## src/rtl/fetch_queue_stage.sv

```systemverilog
// Instruction-fetch stage with a DEPTH-entry prefetch queue of {pc, inst} pairs.
// Fetches one word per cycle from a combinational instruction memory. Decode
// drains the queue over valid/ready. A redirect flushes the queue and reloads the PC.
module fetch_queue_stage #(
  parameter int              XLEN     = 32,
  parameter int              DEPTH    = 4,
  parameter logic [XLEN-1:0] RESET_PC = '0
) (
  input  logic                     clk,
  input  logic                     reset,
  input  logic                     redirect,
  input  logic [XLEN-1:0]          redirect_addr,
  output logic [XLEN-1:0]          imem_addr,
  output logic                     imem_en,
  input  logic [XLEN-1:0]          imem_data,
  output logic                     id_valid,
  input  logic                     id_ready,
  output logic [XLEN-1:0]          id_inst,
  output logic [XLEN-1:0]          id_pc,
  output logic [$clog2(DEPTH):0]   count
);

  localparam int              AW       = $clog2(DEPTH);
  localparam logic [AW:0]     FULL_CNT = (AW+1)'(DEPTH);
  localparam logic [XLEN-1:0] PC_INIT  = {RESET_PC[XLEN-1:2], 2'b00};

  logic [XLEN-1:0] r_fetch_pc;
  logic [AW-1:0]   r_rd_ptr;
  logic [AW-1:0]   r_wr_ptr;
  logic [AW:0]     r_count;
  logic [XLEN-1:0] r_q_pc   [DEPTH];
  logic [XLEN-1:0] r_q_inst [DEPTH];

  logic w_pop;
  logic w_push;
  logic w_full;
  logic w_unused_addr_lsb;

  // Word-aligned targets only; the low address bits are intentionally dropped.
  assign w_unused_addr_lsb = ^redirect_addr[1:0];

  assign w_full   = (r_count == FULL_CNT);
  assign id_valid = (r_count != '0);
  assign w_pop    = id_valid & id_ready;
  // Holding push low during reset keeps imem_en at its reset value immediately.
  assign w_push   = ~reset & ~redirect & (~w_full | w_pop);

  assign imem_addr = r_fetch_pc;
  assign imem_en   = w_push;
  assign count     = r_count;

  // Head entry is presented combinationally; zeros when the queue is empty.
  assign id_inst = id_valid ? r_q_inst[r_rd_ptr] : '0;
  assign id_pc   = id_valid ? r_q_pc[r_rd_ptr]   : '0;

  // Fetch PC, pointers and occupancy; redirect overrides any push/pop.
  always_ff @(posedge clk or posedge reset) begin
    if (reset) begin
      r_fetch_pc <= PC_INIT;
      r_rd_ptr   <= '0;
      r_wr_ptr   <= '0;
      r_count    <= '0;
    end else if (redirect) begin
      r_fetch_pc <= {redirect_addr[XLEN-1:2], 2'b00};
      r_rd_ptr   <= '0;
      r_wr_ptr   <= '0;
      r_count    <= '0;
    end else begin
      if (w_push) begin
        r_wr_ptr   <= r_wr_ptr + AW'(1);
        r_fetch_pc <= r_fetch_pc + XLEN'(4);
      end
      if (w_pop) begin
        r_rd_ptr <= r_rd_ptr + AW'(1);
      end
      r_count <= r_count + (AW+1)'(w_push) - (AW+1)'(w_pop);
    end
  end

  // Queue storage needs no reset: occupancy alone decides what is visible.
  always_ff @(posedge clk) begin
    if (w_push) begin
      r_q_pc[r_wr_ptr]   <= r_fetch_pc;
      r_q_inst[r_wr_ptr] <= imem_data;
    end
  end

endmodule

```

## config.mk

```make
export PLATFORM = sky130hd
export DESIGN_NAME = fetch_queue_stage
export DESIGN_NICKNAME = d
export VERILOG_FILES = /design/src/rtl/fetch_queue_stage.sv
export SDC_FILE = /design/constraint.sdc
export NUM_CORES = 1
export LEC_CHECK = 0
export BUFFER_PORTS_ARGS = -buffer_cell sky130_fd_sc_hd__buf_2
export CAP_MARGIN = 20
export CORE_AREA = 2 2 188 116
export CTS_CLUSTER_DIAMETER = 200
export DETAILED_ROUTE_END_ITERATION = 8
export DIE_AREA = 0 0 190 118
export GPL_ROUTABILITY_DRIVEN = 1
export PLACE_DENSITY_LB_ADDON = 0.05
export SKIP_CTS_REPAIR_TIMING = 1
export SYNTH_ARGS = -nofsm -noshare
export SYNTH_HDL_FRONTEND = slang
export SYNTH_SLANG_ARGS = --single-unit
export TNS_END_PERCENT = 5
```

## constraint.sdc

```tcl
create_clock -name clk -period 3.8 [get_ports clk]
set_input_delay 0.38 -clock clk [delete_from_list [all_inputs] [get_ports clk]]
set_output_delay 0.38 -clock clk [all_outputs]
set_load 0.1 [all_outputs]
```

==> results of run 1 <==
[per-layer routing]
metal | vias up | wire (um) | global-route usage
met1 | 3378 | 10600 | 0.3202
met4 | 2 | 728 | 0.06347
met5 | - | 13 | 0
met2 | 248 | 10920 | 0.3355
li1 | 2940 | - | -
met3 | 62 | 1590 | 0.04025
[synthesized netlist by cell type, drive strengths merged (11+ instances only)]
library cell,count
nand4,11
a31oi,13
or4,18
edfxtp,248
nand3,17
nor2,20
mux4,62
nand2,22
xnor2,11
o21ai,14
buf,14
dfrtp,37
o31ai,11
clkbuf,26
and2,67
[metrics by stage]
step	utilization	setup WS, ns	hold slack, ns
detailed placement	0.6161	1.315	0.5906
global route	0.6606	0.6718	0.05110
finish	0.6607	0.8309	0.05773
global placement	0.6161	1.325	0.5696
CTS	0.6587	0.7518	0.04002
floorplan	-	0.1415	0.4789
[logic make-up after synthesis]
family | share of synthesized area
AO/OA/AOI/OAI | 0.02718
XOR/XNOR | 0.009776
adder cells (fa/ha/maj) | 0.009238
buffers and inverters | 0.01880
flip-flops | 0.7189
multiplexers | 0.1207
other | 0.0003220
AND/OR/NAND/NOR | 0.09507
[placed cells by master (no fill, tap or decap), types with 6 or more instances in the layout]
cell / synthesis / final
a31oi_1: 13 / 13
o21ai_0: 14 / 14
clkbuf_16: 0 / 27
or4_1: 17 / 17
and2_1: 67 / 63
nand2_1: 22 / 22
buf_2: 7 / 162
xnor2_1: 11 / 11
o31ai_1: 11 / 11
edfxtp_1: 248 / 248
dfrtp_1: 37 / 35
nor2_1: 20 / 20
nand3_1: 16 / 16
nand4_1: 10 / 10
ha_1: 7 / 7
mux4_2: 62 / 62
inv_1: 9 / 9
buf_4: 5 / 7
nor4_1: 6 / 6
[worst min-delay path by stage]
stage                      endpoint  cells past startpoint
floorplan            r_q_inst[0][0]                      0
CTS                 r_q_inst[1][26]                      1
detailed placement     imem_addr[3]                      3
global placement        r_wr_ptr[1]                      2
finish                 imem_addr[3]                      3
global route         r_q_inst[2][6]                      1
[area by class of cell]
class | count | area [um^2]
clock buffer | 35 | 745.7
multi-input combinational | 323 | 3089
fill | 1439 | 7014
timing repair buffer | 172 | 920.9
inverter | 9 | 33.78
sequential | 285 | 8381
clock inverter | 14 | 135.1
antenna | 2 | 5.005
tap | 279 | 349.1
[critical path, delay by kind of cell (launching register included)]
family / cells / cell delay [ns]
muxes: 1 / 0.58
DFF: 1 / 0.60
buffers and inverters: 2 / 0.70
and+or+nand+nor: 1 / 0.17
[flip-flops by register name, indices dropped and copies added (netlist names)]
name / cells
count: 3
imem_addr: 30
r_q_pc: 120
r_wr_ptr: 2
r_rd_ptr: 2
r_q_inst: 128
[power by group through the flow]
| stage | sequential (W) | clock (W) | combinational (W) |
|---|---|---|---|
| floorplan | 0.00410 | 0 | 0.00403 |
| global placement | 0.00387 | 0 | 0.00507 |
| detailed placement | 0.00389 | 0 | 0.00510 |
| CTS | 0.00383 | 0.00270 | 0.00511 |
| global route | 0.00385 | 0.00282 | 0.00526 |
| finish | 0.00382 | 0.00265 | 0.00506 |
==> flow_summary_export.csv, run 1 <==
group,metric,value,unit
floorplanning,initial_utilization,0.5634,
critical_path,crit_type,"reg -> out",
pwr,p_switching,0.005361,W
critical_path,rrSetupSlack,1.31,ns
pwr,p_clk_frac,0.230,
critical_path,cp-start-kind,"register",
critical_path,path_cells,"buf_4 > mux4_2 > and2_1 > buf_2",
worst_hold_path,hold_class,"in -> reg",
critical_path,cp-startpoint,"r_rd_ptr[0]",
clock_network,cts-root-buf,"clkbuf_16",
drt,wirelength,23.85,mm
critical_path,path_max_fanout,18,
pwr,power_leakage,4.779,nW
floorplanning,rows,41,
layout,areaGrowthSynthToFinish,17.27,%
timing,setup_viol,0,
critical_path,required,3.42,ns
layout,nNetsFinal,894,
clock_network,htree_levels,1,
timing,hold_violations,0,
clock_network,clk_pin_slew,0.06,ns
clock_network,clock_latency,0.53,ns
critical_path,reg2reg_from,"imem_addr[2]",
placement,dp_hpwl,14.19,mm
timing,period_minus_slack,2.969,ns
pwr,ir_drop,0.8103,mV
layout,drive_above_1_share,0.3425,
pwr,power_frac_comb,0.439,
yosys,async_flop_share,0.1298,
critical_path,worst_r2r_endpoint,"imem_addr[28]",
global_routing,grt_pass1_wl,37.23,mm
layout,fin_area,0.01366,mm^2
timing,slew_headroom,0.3200,
timing,setup_tns,0,ns
global_routing,grt_start_max_net_pins,65,
floorplanning,fp.coreArea,0.02067,mm^2
yosys,ys_seq_area_frac,0.7189,
placement,port-buffer-count,162,
drt,wl_per_cell,21.32,um
global_routing,grt_antenna_before_repair,3,
timing,worst_pin_slew,1.020,ns
critical_path,slowest_stage,"dfrtp_4",
critical_path,crit_path_end,"id_pc[20]",
floorplanning,die_area,0.02242,mm^2
layout,fin_cells,1119,
floorplanning,die_y,118,um
worst_hold_path,min_from,"redirect_addr[3]",
critical_path,worstPathArrival,2.59,ns
timing,fin_crit_sh,0.7813,
drt,vias,6630,
timing,final_max_slew_viol_count,0,
pwr,seqPwrFrac,0.332,
clock_network,clock_sinks,285,
drt,drt_first_pass_iters,5,
timing,finClkSkew,0.01143,ns
yosys,syn-cell-area,0.01165,mm^2
yosys,yosysWarnings,0,
global_routing,grt_pass1_vias,6718,
pwr,p_per_area,844.0,mW/mm^2
clock_network,cts_made_buffers,27,
yosys,yosysTopAreaCell,"edfxtp_1",
pwr,p_int,0.006167,W
yosys,synth.avg_cell_area,17.81,um^2
yosys,synthTopCellsByArea,"edfxtp_1, mux4_2, dfrtp_1, and2_1, or4_1",
yosys,synth-seq-cells,285,
placement,gp_congestion,0.8303,
critical_path,critical-path-max-stage-delay,0.60,ns
clock_network,cts_buffer_depth,3,
timing,fmax,336.8,MHz
drt,initialDrtViolationCount,599,
drt,drcViolationCount,0,
placement,placed_area,0.01274,mm^2
placement,dpl.cell_count,1066,
floorplanning,die-width,190,um
global_routing,grt-ovfl-total,0,
pwr,power_switching_share,0.4650,
drt,viasPerCell,5.925,
yosys,synth_top_flop_cell,"edfxtp_1",
yosys,synthDistinctLibCells,44,
critical_path,endpoint_kind,"output pin",
outcome,status,"finished, final reports clean",
yosys,synth_edf_count,248,
floorplanning,io_pins,169,
drt,postRouteAntennaNets,0,
yosys,synth.top_cell.area_share,0.6394,
yosys,synthesis.instances,654,
global_routing,grt_use_total,0.2171,
critical_path,reg2reg_depth,5,
pwr,p_total,0.01153,W
clock_network,cts_tree,"done",
timing,rsz0062_at_grt,"no",
flow_run,cap_violations,0,
(Power assumes the default switching activity.)
==> inputs of run 2 (changes only) <==
--- a/config.mk
+++ b/config.mk
@@ -5,12 +5,13 @@
 export SDC_FILE = /design/constraint.sdc
 export NUM_CORES = 1
 export LEC_CHECK = 0
+export ABC_AREA = 1
 export BUFFER_PORTS_ARGS = -buffer_cell sky130_fd_sc_hd__buf_2
 export CAP_MARGIN = 20
-export CORE_AREA = 2 2 188 116
+export CORE_AREA = 2 2 203 125
 export CTS_CLUSTER_DIAMETER = 200
 export DETAILED_ROUTE_END_ITERATION = 8
-export DIE_AREA = 0 0 190 118
+export DIE_AREA = 0 0 205 127
 export GPL_ROUTABILITY_DRIVEN = 1
 export PLACE_DENSITY_LB_ADDON = 0.05
 export SKIP_CTS_REPAIR_TIMING = 1
==> constraint.sdc (replaced) <==
create_clock -name clk -period 2.4 [get_ports clk]
set_input_delay 0.24 -clock clk [delete_from_list [all_inputs] [get_ports clk]]
set_output_delay 0.24 -clock clk [all_outputs]
set_load 0.1 [all_outputs]
==> run 2 against run 1 <==
The run now ends with negative hold slack left. Cell count grew 54%. Global-route usage up 2.0 points. Via count up 36%. Critical path depth increased by 2. Combinational power rose by 150%. Die area rose by 16%. Clock power increased by 70%. Count of clock-buffer cells in the layout grew 5.
==> flow_summary_export.csv, run 2 <==
group,metric,value,unit
floorplanning,io_pins,169,
placement,dp_slack,0.1768,ns
yosys,synth-simple-area-share,0.1833,
placement,port-buffer-count,162,
floorplanning,initial_utilization,0.5155,
yosys,synth.avg_cell_area,10.66,um^2
yosys,synthTopCellsByArea,"edfxtp_1, nor2_1, dfrtp_1, nand2_1, o21ai_0",
critical_path,worst_r2r_endpoint,"count[2]",
critical_path,cp-start-kind,"register",
layout,largest-register,"r_q_inst",
timing,hold_slack,-0.01047,ns
floorplanning,rows,44,
worst_hold_path,min_from,"redirect_addr[20]",
timing,slew_headroom,0.6523,
yosys,synth_xor_area_frac,0.003539,
timing,setup_tns,0,ns
layout,fin_cells,1725,
pwr,power_frac_comb,0.540,
global_routing,grt_start_max_net_pins,73,
layout,largest_reg_flops,128,
timing,fin_crit_sh,0.9945,
yosys,synth.top_cell.area_share,0.6019,
placement,dp_hpwl,18.65,mm
layout,final-seq-area,0.008389,mm^2
clock_network,cts-root-buf,"clkbuf_16",
timing,rsz0062_at_grt,"yes",
clock_network,cts_made_buffers,28,
pwr,power_switching_share,0.5003,
placement,gp_congestion,0.9624,
yosys,synth_top_flop_cell,"edfxtp_1",
drt,initialDrtViolationCount,599,
outcome,violations,"negative hold slack",
yosys,synth_common_cells,"nor2_1, edfxtp_1, nand2_1, o21ai_0",
timing,worst_pin_slew,0.5251,ns
timing,final_max_slew_viol_count,0,
clock_network,clock_latency,0.55,ns
layout,n_fill_cell,1907,
timing,finClkSkew,0.01463,ns
critical_path,reg2reg_depth,10,
drt,vias,8998,
timing,period_minus_slack,2.387,ns
clock_network,htree_levels,1,
clock_network,cts_buffer_depth,3,
critical_path,worstPathArrival,2.15,ns
critical_path,reg2reg_from,"count[2]",
critical_path,path_max_fanout,21,
yosys,synth-seq-cells,285,
drt,postRouteAntennaNets,0,
worst_hold_path,hold_class,"in -> reg",
critical_path,endpoint_kind,"output pin",
clock_network,cts_tree,"done",
global_routing,grt_pass1_vias,8262,
drt,drcViolationCount,0,
outcome,status,"finished, violations left",
pwr,power_leakage,6.133,nW
global_routing,grt_use_total,0.2367,
yosys,yosysWarnings,0,
placement,placed_area,0.01423,mm^2
critical_path,rrSetupSlack,0.12,ns
floorplanning,die_area,0.02604,mm^2
yosys,syn-cell-area,0.01237,mm^2
yosys,synthesis.instances,1161,
layout,layout_commonest_cell,"nor2_1",
flow_run,cap_violations,0,
layout,multi_input_area,0.003709,mm^2
drt,viasPerCell,5.216,
floorplanning,die-width,205,um
layout,diodes,0,
global_routing,grt-ovfl-total,0,
pwr,p_switching,0.01164,W
placement,dpl.cell_count,1618,
floorplanning,fp.coreArea,0.02400,mm^2
floorplanning,die_y,127,um
yosys,synth.most_common_cell,"nor2_1",
yosys,synthAdderAreaFrac,0.008697,
timing,fmax,419.0,MHz
layout,areaGrowthSynthToFinish,29.20,%
drt,wirelength,31.57,mm
worst_hold_path,min_to,"imem_addr[20]",
pwr,ir_drop,1.234,mV
clock_network,clock_sinks,285,
global_routing,grt_pass1_wl,47.22,mm
critical_path,required,2.16,ns
yosys,synth_top_family_by_area,"simple AND/OR/NAND/NOR gates",
layout,final_cell_mix,"nor2_1, edfxtp_1, nand2_1",
yosys,synth_edf_count,248,
yosys,synth_compound_area_frac,0.08262,
critical_path,crit_type,"reg -> out",
layout,fin_area,0.01599,mm^2
timing,layout_setup_ws,0.01319,ns
yosys,ys_seq_area_frac,0.6767,
pwr,p_clk_frac,0.194,
pwr,p_per_area,1456,mW/mm^2
critical_path,cp-startpoint,"r_rd_ptr[0]",
drt,drt_first_pass_iters,5,
worst_hold_path,hold_depth,5,
global_routing,grt_antenna_before_repair,0,
timing,setup_viol,0,
layout,drive_above_1_share,0.2409,
timing,hold_violations,4,
clock_network,clk_pin_slew,0.06,ns
yosys,yosysTopAreaCell,"edfxtp_1",
pwr,p_int,0.01163,W
drt,wl_per_cell,18.30,um
yosys,async_flop_share,0.1298,
pwr,seqPwrFrac,0.266,
yosys,synthDistinctLibCells,38,
layout,nNetsFinal,1457,
yosys,synthMuxAreaShare,0,
[run 2: changes by cell type in the layout (fill, tap and decap cells not counted), sizes merged, moves of 18 or more]
| cell | previous run | this run |
|---|---|---|
| nor2 | 20 | 300 |
| nand3 | 17 | 69 |
| nand2 | 22 | 171 |
| dlygate4sd3 | 1 | 48 |
| a21oi | 2 | 62 |
| or4 | 18 | 0 |
| o21ai | 14 | 126 |
| mux4 | 62 | 0 |
| and2 | 67 | 3 |
| buf | 171 | 190 |
| inv | 12 | 54 |
[run 2: cell families after synthesis]
family / Yosys count
adder cells (fa/ha/maj): 8
flip-flops: 285
XOR/XNOR: 5
AND/OR/NAND/NOR: 548
other: 1
AO/OA/AOI/OAI: 197
buffers and inverters: 117
[run 2: power by group through the flow]
| stage | combinational [W] | sequential [W] | clock (W) |
|---|---|---|---|
| floorplan | 0.00819 | 0.00696 | 0 |
| global placement | 0.0117 | 0.00627 | 0 |
| detailed placement | 0.0117 | 0.00629 | 0 |
| CTS | 0.0117 | 0.00618 | 0.00458 |
| global route | 0.0131 | 0.00624 | 0.00478 |
| finish | 0.0126 | 0.00619 | 0.00451 |
[run 2: how the worst max path moves through the flow]
stage / endpoint / slack [ns] / depth (start not counted)
6_report: id_pc[31] / 0.01 / 6
5_1_grt: id_pc[3] / -0.08 / 6
4_1_cts: id_pc[26] / -0.25 / 6
3_5_place_dp: count[2] / 0.18 / 9
3_3_place_gp: count[2] / 0.25 / 9
2_1_floorplan: id_inst[0] / -0.32 / 6
[run 2: final cells by class]
class | instances | share of cell area
sequential | 285 | 0.5248
multi-input combinational | 762 | 0.2320
timing repair buffer | 247 | 0.1428
clock buffer | 40 | 0.05048
tap | 322 | 0.02520
inverter | 57 | 0.01518
clock inverter | 12 | 0.009548
[run 2: critical path, cell delays in order (launching register included)]
cell,delay (ns)
dfrtp_4,0.55
clkinv_8,0.14
buf_4,0.20
buf_4,0.15
o21ai_0,0.10
a21oi_1,0.26
buf_12,0.21
[run 2: layer usage]
layer / GRT usage / share of wire
met5: 0 / 0
met3: 0.05153 / 0.075
met1: 0.3629 / 0.47
met2: 0.3535 / 0.44
met4: 0.04147 / 0.011
[run 2: per-stage QoR]
stage                 util  power (W)
floorplan                -    0.01515
global placement    0.5929    0.01795
detailed placement  0.5929    0.01802
CTS                 0.6329    0.02251
global route        0.6660    0.02409
finish              0.6660    0.02327
